<file path="config.mk">
export PLATFORM = sky130hd
export DESIGN_NAME = mem_access_ctrl
export DESIGN_NICKNAME = d
export VERILOG_FILES = /design/src/rtl/mem_access_ctrl.sv
export SDC_FILE = /design/constraint.sdc
export NUM_CORES = 1
export LEC_CHECK = 0
export ABC_AREA = 1
export BUFFER_PORTS_ARGS = -buffer_cell sky130_fd_sc_hd__buf_2
export CORE_MARGIN = 2
export CORE_UTILIZATION = 29
export DETAILED_ROUTE_END_ITERATION = 16
export SYNTH_ARGS = -nofsm -noshare
export SYNTH_HDL_FRONTEND = slang
export SYNTH_SLANG_ARGS = --single-unit
</file>
<file path="constraint.sdc">
create_clock -name clock -period 1.5 [get_ports clock]
set_clock_uncertainty 0.1 [all_clocks]
set_input_delay 0 -clock clock [delete_from_list [all_inputs] [get_ports clock]]
set_output_delay 0 -clock clock [all_outputs]
set_load 0.02 [all_outputs]
</file>
<file path="src/rtl/mem_access_ctrl.sv">
// mem_access_ctrl: arbitrates fetch and load/store ports onto a 128-byte word-write memory, with sub-word store read-modify-write.
// Define MEM_ACCESS_RR_EN for round-robin arbitration; otherwise the data port has fixed priority.
module mem_access_ctrl #(
  parameter int MEM_BYTES = 128
) (
  input  logic        clock,
  input  logic        reset,
  input  logic        i_req_valid,
  output logic        i_req_ready,
  input  logic [31:0] i_addr,
  output logic        i_rsp_valid,
  output logic [31:0] i_rdata,
  output logic        i_err,
  input  logic        d_req_valid,
  output logic        d_req_ready,
  input  logic        d_we,
  input  logic [1:0]  d_size,
  input  logic        d_unsigned,
  input  logic [31:0] d_addr,
  input  logic [31:0] d_wdata,
  output logic        d_rsp_valid,
  output logic [31:0] d_rdata,
  output logic        d_err,
  output logic        mem_we,
  output logic [31:0] mem_address,
  output logic [31:0] mem_data_in,
  input  logic [31:0] mem_data_out
);
  typedef enum logic [1:0] {IDLE, ACCESS, WRITE, RESP} state_t;
  state_t state;
  logic owner;
  logic we_r, uns_r, err_r;
  logic [1:0] size_r;
  logic [31:0] addr_r, wdata_r, merge;
  logic d_win, i_win, d_err_n, i_err_n, sub_store;
  logic [4:0] shamt;
  logic [31:0] aligned, shifted, load_val, lane_mask, merged, rsp_data;
`ifdef MEM_ACCESS_RR_EN
  logic last_grant;
  assign d_win = d_req_valid & (~i_req_valid | last_grant);
`else
  assign d_win = d_req_valid;
`endif
  assign i_win = i_req_valid & ~d_win;
  assign d_req_ready = (state == IDLE) & d_win;
  assign i_req_ready = (state == IDLE) & i_win;
  assign d_err_n = (d_size == 2'b11) | ((d_size == 2'b01) & d_addr[0]) | ((d_size == 2'b10) & |d_addr[1:0])
                 | (({d_addr[31:2], 2'b00} + 32'd3) >= 32'(MEM_BYTES));
  assign i_err_n = |i_addr[1:0] | (({i_addr[31:2], 2'b00} + 32'd3) >= 32'(MEM_BYTES));
  assign aligned = {addr_r[31:2], 2'b00};
  assign shamt = {addr_r[1:0], 3'b000};
  assign shifted = mem_data_out >> shamt;
  assign load_val = size_r == 2'b00 ? {{24{~uns_r & shifted[7]}}, shifted[7:0]}
                  : size_r == 2'b01 ? {{16{~uns_r & shifted[15]}}, shifted[15:0]} : shifted;
  assign lane_mask = (size_r == 2'b00 ? 32'h0000_00ff : 32'h0000_ffff) << shamt;
  assign merged = (merge & ~lane_mask) | ((wdata_r << shamt) & lane_mask);
  assign sub_store = we_r & (size_r != 2'b10) & ~err_r;
  assign rsp_data = (err_r | we_r) ? 32'd0 : load_val;
  assign mem_we = ((state == ACCESS) & we_r & (size_r == 2'b10) & ~err_r) | (state == WRITE);
  assign mem_address = (state == ACCESS || state == WRITE) ? aligned : 32'd0;
  assign mem_data_in = state == WRITE ? merged : mem_we ? wdata_r : 32'd0;
  always_ff @(posedge clock or negedge reset) begin
    if (!reset) begin
      state <= IDLE;
      owner <= 1'b0;
      we_r <= 1'b0;
      uns_r <= 1'b0;
      err_r <= 1'b0;
      size_r <= 2'b00;
      addr_r <= '0;
      wdata_r <= '0;
      merge <= '0;
      i_rsp_valid <= 1'b0;
      i_rdata <= '0;
      i_err <= 1'b0;
      d_rsp_valid <= 1'b0;
      d_rdata <= '0;
      d_err <= 1'b0;
`ifdef MEM_ACCESS_RR_EN
      last_grant <= 1'b0;
`endif
    end else begin
      case (state)
        IDLE: if (d_win | i_win) begin
          owner <= i_win;
          we_r <= i_win ? 1'b0 : d_we;
          size_r <= i_win ? 2'b10 : d_size;
          uns_r <= i_win ? 1'b0 : d_unsigned;
          addr_r <= i_win ? i_addr : d_addr;
          wdata_r <= i_win ? 32'd0 : d_wdata;
          err_r <= i_win ? i_err_n : d_err_n;
`ifdef MEM_ACCESS_RR_EN
          last_grant <= i_win;
`endif
          state <= ACCESS;
        end
        ACCESS: if (sub_store) begin
          merge <= mem_data_out;
          state <= WRITE;
        end else begin
          state <= RESP;
          if (owner) begin
            i_rsp_valid <= 1'b1;
            i_rdata <= rsp_data;
            i_err <= err_r;
          end else begin
            d_rsp_valid <= 1'b1;
            d_rdata <= rsp_data;
            d_err <= err_r;
          end
        end
        WRITE: begin
          d_rsp_valid <= 1'b1;
          d_rdata <= '0;
          d_err <= 1'b0;
          state <= RESP;
        end
        default: begin
          i_rsp_valid <= 1'b0;
          d_rsp_valid <= 1'b0;
          state <= IDLE;
        end
      endcase
    end
  end
endmodule
</file>
==> results.md, run 1 <==
- From synthesis to final layout, the design area changed by 68.8%.
- The number of different library cells used by synthesis comes to 37.
- The violation count after the first detailed-routing iteration is 898.
- The startpoint of the worst setup timing path is addr_r[0].
- The number of ports placed on the die boundary is 271.
- The final layout net count is 1779.
- The cell count after placement is 1842.
- The cell area after technology mapping is 8810 um^2.
- Of the total power, the share spent switching nets is 0.473.
- Max-cap violations in this run came to 0.
- The via total after detailed routing is 10049.
- The total die area is 31800 um^2.
- The reg-to-reg endpoint is i_rdata[21].
- The depth of the most critical reg-to-reg path is 11.
- Summing all multi-input logic gate instances after layout gives 4510 um^2.
- The final cell count without fillers is 2041.
- The overall routing resource usage is 0.231.
- After synthesis the netlist holds a flip-flop and latch count of 172.
- The post-detailed-placement cell area is 11700 um^2.
- In the final timing run, aggregate negative setup slack is -68.71 ns.
- The final hold violation count is 0.
- Traced cell by cell, the critical path runs through buf_6 > clkbuf_16 > o21ai_4 > nand2_8 > o22ai_4 > buf_6.
- After technology mapping, the gate count stands at 1140.
- For this design the ratio of total power to cell area is 2290 nW/um^2.
- The floorplan die width is 178 um.
- The highest achievable clock rate is 480 MHz.
- Setup violations remaining at the end of the flow were counted as 233.
- The worst slack at placement is -0.259 ns.
- The clock tree buffer depth is 2.
- The number of fill cells is 2758.
- The endpoint of the worst setup timing path is mem_data_in[4].
- The clock tree root driver cell is clkbuf_16.
- The core region is 29800 um^2.
- The largest total area in the synthesized netlist belongs to dfrtp_1.
- The via count of the first global-routing pass was 9936.
- Setup repair after global routing could not meet its margin everywhere.
- The first-pass GRT wire length is 56.0 mm.
- At the worst endpoint, the arrival time is 1.98 ns.
- Of the total power, the clock network draws 0.131.
- The delay of the slowest cell on the worst path is 0.42 ns.
- The power after layout is 34.0 mW.
- The sequential cell area is 4310 um^2.
- The worst-case vdd ir drop is 1190 uV.
- The H-tree depth is 4.
- The cell-internal power is 17.9 mW.
- TritonCTS built the clock tree.
- The class of the tightest hold or removal check is input port to register.
- The top flip-flop cell by instance count after synthesis is dfrtp_1.
- The met1 routed wirelength after detailed routing is 16.2 mm.
- The finished cells cover 14900 um^2.
- Setup slack on the critical path of the routed design comes to -0.582 ns.
- The most numerous cell type found on the critical path is buf_6.
- Once layout is complete, the utilization of the core stands at 0.499.
- The highest metal layer with signal wires is met4.
- Global routing finished with a remaining overflow of 0.
- The clock latency on the worst-skew pair is 0.44 ns.
- Counting flops with an async set or reset pin after synthesis yields a share of 1.00.
- Of the total power, registers draw 0.234.
- The effective utilization at floorplan is 0.296.
- The worst setup path is launched from a register.
- Detailed routing placed a total of 17.6 mm of wire on met2.
- The count of buffers inserted at the top-level ports is 268.
- Counting every sink on the clock net gives 172.
- Entering global routing, the biggest net connects 56 pins.
- The number of clock buffers added by TritonCTS is 17.
- The library cell contributing the largest single delay on the critical path is dfrtp_1.
- The start point of the worst hold path is d_addr[1].
- The power dissipated by switching net loads is 16.1 mW.
- The checks that failed: setup timing.
- During synthesis, Yosys emitted a total of 0 warnings.
- The tightest hold path in the finished design has a slack of 0.0170 ns.
- The count of final max-slew check failures is 0.
- A synthesized cell averages 7.73 um^2.
- In this run the worst path has a maximum fanout of 8.
- Clock-pin slew was measured on the worst setup and hold paths at 0.09 ns.
- The run finished, with violations left.
- STA puts the critical path data required time at 1.40 ns.
- The congestion estimate from routability-driven global placement came to 0.891.
- The worst register-to-register path begins at addr_r[0].
- The share of total power in combinational logic is 0.635.
- The number of enable-type register cells in the synthesized netlist is 0.
- The floorplan die height is 178 um.
- The final period utilization is 1.39.
- After floorplanning, the core was divided into 63 placement rows.
- 0 antenna diodes ended up in the layout.
- Across all register-to-register paths, the minimum setup slack is -0.52 ns.
- The routed wire length is 37.2 mm.
- The leakage power is 7.42 nW.
- For this run, the register share of the synthesized area comes to 0.488.
- The start-to-end type of the worst setup path is register to output port.
- The final routed DRC violation total is 0.
- The initial antenna violation count is 0.
- The layout cell share with drive strength beyond 1 is 0.364.
- The routed design uses 2.57 mm of met3 wire.
- The per-cell via count in the routed design is 4.92.
- The top cell type's share of synthesized area is 0.488.
- Once detail routing completed, the nets flagged for antenna violations numbered 0.
- The clock period minus worst slack is 2.08 ns.
- The first-pass detailed-route iteration total is 5.
- The HPWL after detailed placement is 24.9 mm.
- The detail-routed net length per standard cell is 18.2 um.
- The worst setup path is captured at an output port.
- In the post-synthesis netlist, the biggest area contributors are dfrtp_1, nand2_1, o21ai_0, inv_1, nor2_1.
cells in the mapped netlist (all sizes together) (2+ instances only):
master and number:
o31ai 9, ha 4, a22oi 8, o22ai 10, inv 108, nand4 39, nand3 19, clkbuf 33
o211ai 26, clkinv 2, nand2 371, dfrtp 172, buf 40, nor2 72, o2111ai 8, o21ai 201
a21oi 13
cell usage in the layout (no fill, tap or decap), drive strengths merged:
cell type    Yosys  final
clkinvlp         0      1
a31oi            1      1
dfrtp          172    172
nand4           39     39
o21ai          201    201
nor2            72     72
o2111ai          8      8
nand3           19     19
ha               4      4
a22oi            8      8
clkinv           2      6
nand2          371    372
clkbuf          33     18
o22ai           10     10
o211ai          26     26
o31ai            9      9
bufbuf           0      2
buf             40    412
inv            108    117
conb             1      2
or2              1      1
dlygate4sd3      0    135
nor3             1      1
a21oi           13     14
a22o             1      1
state kept, by name, summed over array words and instances (netlist names), 2 cells and up:
name / cells
state: 2
addr_r: 32
d_rdata: 32
size_r: 2
wdata_r: 32
merge: 32
i_rdata: 32
critical path, delay by kind of cell (launching register included):
| kind | cells | cell delay [ns] |
|---|---|---|
| buffers and inverters | 3 | 0.49 |
| AOI/OAI and AO/OA | 2 | 0.44 |
| DFF | 1 | 0.42 |
| and+or+nand+nor | 1 | 0.17 |
power by group through the flow:
stage / clock [mW] / sequential (mW) / combinational (mW)
3_5_place_dp: 0 / 7.91 / 17.1
6_report: 4.46 / 7.98 / 21.6
2_1_floorplan: 0 / 8.51 / 9.74
4_1_cts: 4.56 / 7.90 / 20.3
5_1_grt: 4.73 / 8.20 / 23.2
3_3_place_gp: 0 / 7.88 / 17.0
how the worst min path moves through the flow:
stage	end	slack, ns	depth (start not counted)
global placement	i_rdata[10]	-0.17	1
CTS	addr_r[1]	0.002	6
global route	err_r	0.07	7
finish	err_r	0.02	7
detailed placement	i_rdata[9]	-0.17	1
floorplan	addr_r[0]	-0.40	0
cell families after synthesis:
logic type	share of synthesized area
and+or+nand+nor	0.236
AOI/OAI and AO/OA	0.177
buffers and inverters	0.0921
DFF	0.488
adders and majority gates	0.00568
other	0.000426
layout make-up:
cell class / instances / share of cell area
Clock buffer: 17 / 0.0286
Inverter: 110 / 0.0301
Clock inverter: 14 / 0.00984
Tap cell: 390 / 0.0328
Multi-Input combinational cell: 788 / 0.303
Timing Repair Buffer: 550 / 0.306
Sequential cell: 172 / 0.289
metal layers:
layer / vias up / GRT usage
met1: 4802 / 0.315
met5: - / 0
met4: 0 / 0.0701
met2: 449 / 0.371
li1: 4743 / -
met3: 55 / 0.0450
repair_timing:
action / CTS / global route
hold endpoints to repair: 292 / 0
setup endpoints to repair: 232 / 237
cloned: 8 / 1
hold buffers: 135 / 0
gates resized for setup: 183 / 77
setup buffers: 17 / 9
pin swaps: 46 / 43
(Power assumes the default switching activity.)
==> run 2, diff against run 1 <==
--- a/config.mk
+++ b/config.mk
@@ -10,6 +10,7 @@
 export CORE_MARGIN = 2
 export CORE_UTILIZATION = 29
 export DETAILED_ROUTE_END_ITERATION = 16
+export REMOVE_ABC_BUFFERS = 1
 export SYNTH_ARGS = -nofsm -noshare
 export SYNTH_HDL_FRONTEND = slang
 export SYNTH_SLANG_ARGS = --single-unit
==> run 2 against run 1 <==
The run still ends with setup timing left. Final cell count rose by 2.4%. First-iteration DRC count grew 4.0%. Maximum frequency down 1.4%. Total power rose by 22%. Critical path type unchanged. Cell area up 13%. Non-clock buffer count rose by 48. Sequential cell count stayed put. Worst hold slack improved by 0.071 ns. Die area is the same. Largest cell class unchanged.
==> results.md, run 2 (synthesis results as in run 1) <==
- Summed over all layers, the routed wires come to 44.6 mm.
- After global routing the overflow that remains totals 0.
- At the end of the flow, the number of nets in the layout was 1826.
- In the final routed layout, each cell accounts on average for 21.3 um.
- The final reports fail on setup timing.
- In this run the register-to-register setup slack is -0.44 ns.
- For the final routed database, the setup TNS stands at -79.75 ns.
- In this run the power density over the cells is 2480 nW/um^2.
- The library cell contributing the largest single delay on the critical path is dfrtp_1.
- The final hold slack is 0.0879 ns.
- The area added between synthesis and finish is 90.6%.
- The floorplan die width is 178 um.
- Tracing the worst setup path back leads to its startpoint at state[1].
- Walking the worst path, the cells encountered are inv_2 > ha_4 > inv_4 > nor2_4 > nand3_4 > buf_12 > buf_16 > o21ai_4 > buf_6.
- The number of placement rows is 63.
- For this block, the via count after detailed routing is 11031.
- Setup slack on the critical path of the routed design comes to -0.612 ns.
- The per-cell via count in the routed design is 5.28.
- The final hold violation count came to 0.
- The most common library cell in the layout ignoring fill and taps is nand2_1.
- The die covers 31800 um^2.
- The count of maximum capacitance violations is 0.
- The H-tree depth is 4.
- The worst register-to-register path begins at addr_r[0].
- In the final layout, the share of cells above drive strength 1 is 0.467.
- The startpoint kind of the worst setup timing path is a register.
- Along the worst path, the maximum fanout reaches 5.
- The floorplan step set the die height to 178 um.
- IR analysis of the VDD net gives a maximum drop of 1410 uV.
- The flow ran to the end, but the final reports show violations.
- The start-to-end type of the worst setup path is register to output port.
- The first detailed-routing pass ran for 5 iterations.
- For this run, the total global-route usage over all layers was measured as 0.257.
- The number of buffers and inverters on the critical path is 5.
- The critical path crosses 9 cells after its start point.
- The via count of the first global-routing pass is 10843.
- Measured on the finished design, the core utilization comes to 0.564.
- Entering global routing, the biggest net connects 47 pins.
- The count of final max-slew check failures is 0.
- The capturing element type of the critical path is an output port.
- The power after layout is 41.7 mW.
- Following the worst setup path forward leads to its endpoint at mem_data_in[25].
- The clock period minus worst slack is 2.11 ns.
- The class of the tightest hold or removal check is input port to register.
- The analysis attributes to cell leakage a power of 8.31 nW.
- The count of buffers inserted at the top-level ports is 268.
- CTS saw 172 sinks.
- In this run the remaining antenna-violating nets after routing total 0.
- The HPWL after detailed placement is 24.3 mm.
- The initial antenna violation count was 6.
- The highest achievable clock rate is 474 MHz.
- In this run, placement finished with an instance count of 1828.
- The initial utilization of the core area, before any placement, comes to 0.296.
- The data arrival time of the worst path is 2.01 ns.
- The final period utilization is 1.41.
- The delay of the slowest cell on the worst path is 0.41 ns.
- The TritonCTS clock tree is built.
- For this design the top-level I/O count stands at 271.
- Setup repair after global routing could not meet its margin everywhere.
- The final cell count without fillers is 2091.
- The top cell family by delay on the critical path is buffers and inverters.
- In the layout the commonest cells are nand2_1, buf_2, dfrtp_1.
- The clock latency on the worst-skew pair is 0.44 ns.
- The area of the core region is 29800 um^2.
- Counting the buffers created by CTS gives 17.
- STA puts the critical path data required time at 1.40 ns.
- The reg-to-reg endpoint is d_rdata[26].
- At the end of routability-driven placement, the weighted congestion stood at 0.887.
- In the routed design, unresolved DRC markers number 0.
- The number of cells on the worst reg-to-reg path is 12.
- The clock transition at the registers of the reported paths is 0.08 ns.
- The clock tree root driver cell is clkbuf_16.
- The first global-routing pass estimated 61.5 mm of wire.
- Setup violations remaining at the end of the flow were counted as 235.
- The clock tree buffer depth is 2.
- The violation count after the first detailed-routing iteration is 934.
## run 2: changes by cell type in the layout (fill, tap and decap cells not counted), sizes merged
cell	before	now
clkinvlp	1	4
clkbuf	18	30
a21oi	14	13
inv	117	116
buf	412	447
nand2	372	371
clkinv	6	3
diode	0	2
bufinv	0	2
dlygate4sd3	135	137
## run 2: cell type report
| type | count | area, um^2 |
|---|---|---|
| diodes | 2 | 5.00 |
| clock buffers | 18 | 429 |
| clock inverters | 14 | 159 |
| fillers | 2459 | 13000 |
| inverters | 110 | 485 |
| multi-input cells | 786 | 5050 |
| flip-flops and latches | 172 | 4310 |
| well taps | 390 | 488 |
| repair buffers | 598 | 5870 |
| repair inverters | 1 | 6.26 |
## run 2: layer usage
layer,part of all wire,global-route usage
met1,0.38,0.308
met2,0.49,0.440
met3,0.086,0.0639
met4,0.042,0.104
met5,0.00083,0
## run 2: worst min-delay path by stage
stage | start | to | slack [ns] | cells after the start
after floorplan | reset | addr_r[0] | -0.40 | 0
after global placement | reset | addr_r[14] | -0.20 | 1
after detailed placement | reset | addr_r[14] | -0.21 | 1
after CTS | reset | addr_r[8] | 0.03 | 3
after global routing | mem_data_out[31] | d_rdata[31] | 0.11 | 6
final | mem_data_out[31] | d_rdata[31] | 0.09 | 6
## run 2: worst reg2reg max path, stage by stage, from the launching register on
cell and delay, ns:
dfrtp_1 0.40, buf_12 0.15, buf_12 0.14, nand2_4 0.07, nand3_4 0.08, nand2_4 0.09, nand2_4 0.06, a21oi_4 0.24
buf_6 0.16, buf_12 0.12, buf_12 0.11, nand4_1 0.09, nand2_1 0.07
## run 2: per-stage QoR
stage / cell area [um^2] / setup WS [ns]
floorplan: 8420 / -1.88
global placement: 11300 / -0.193
detailed placement: 11300 / -0.237
CTS: 15700 / -0.594
global route: 16800 / -0.669
finish: 16800 / -0.612
## run 2: power breakdown
group	leakage (nW)	internal (mW)	switching [mW]
logic	5.88	13.3	15.4
clock network	0.276	2.50	2.14
registers	2.16	6.69	1.62
total	8.31	22.5	19.2
## run 2: what timing repair did
item,4_1_cts,5_1_grt
setup buffers,45,28
pin swaps,44,81
cloned,32,14
gates resized for setup,452,317
hold buffers,137,1
setup endpoints to repair,234,254
endpoints found under the hold margin,298,18
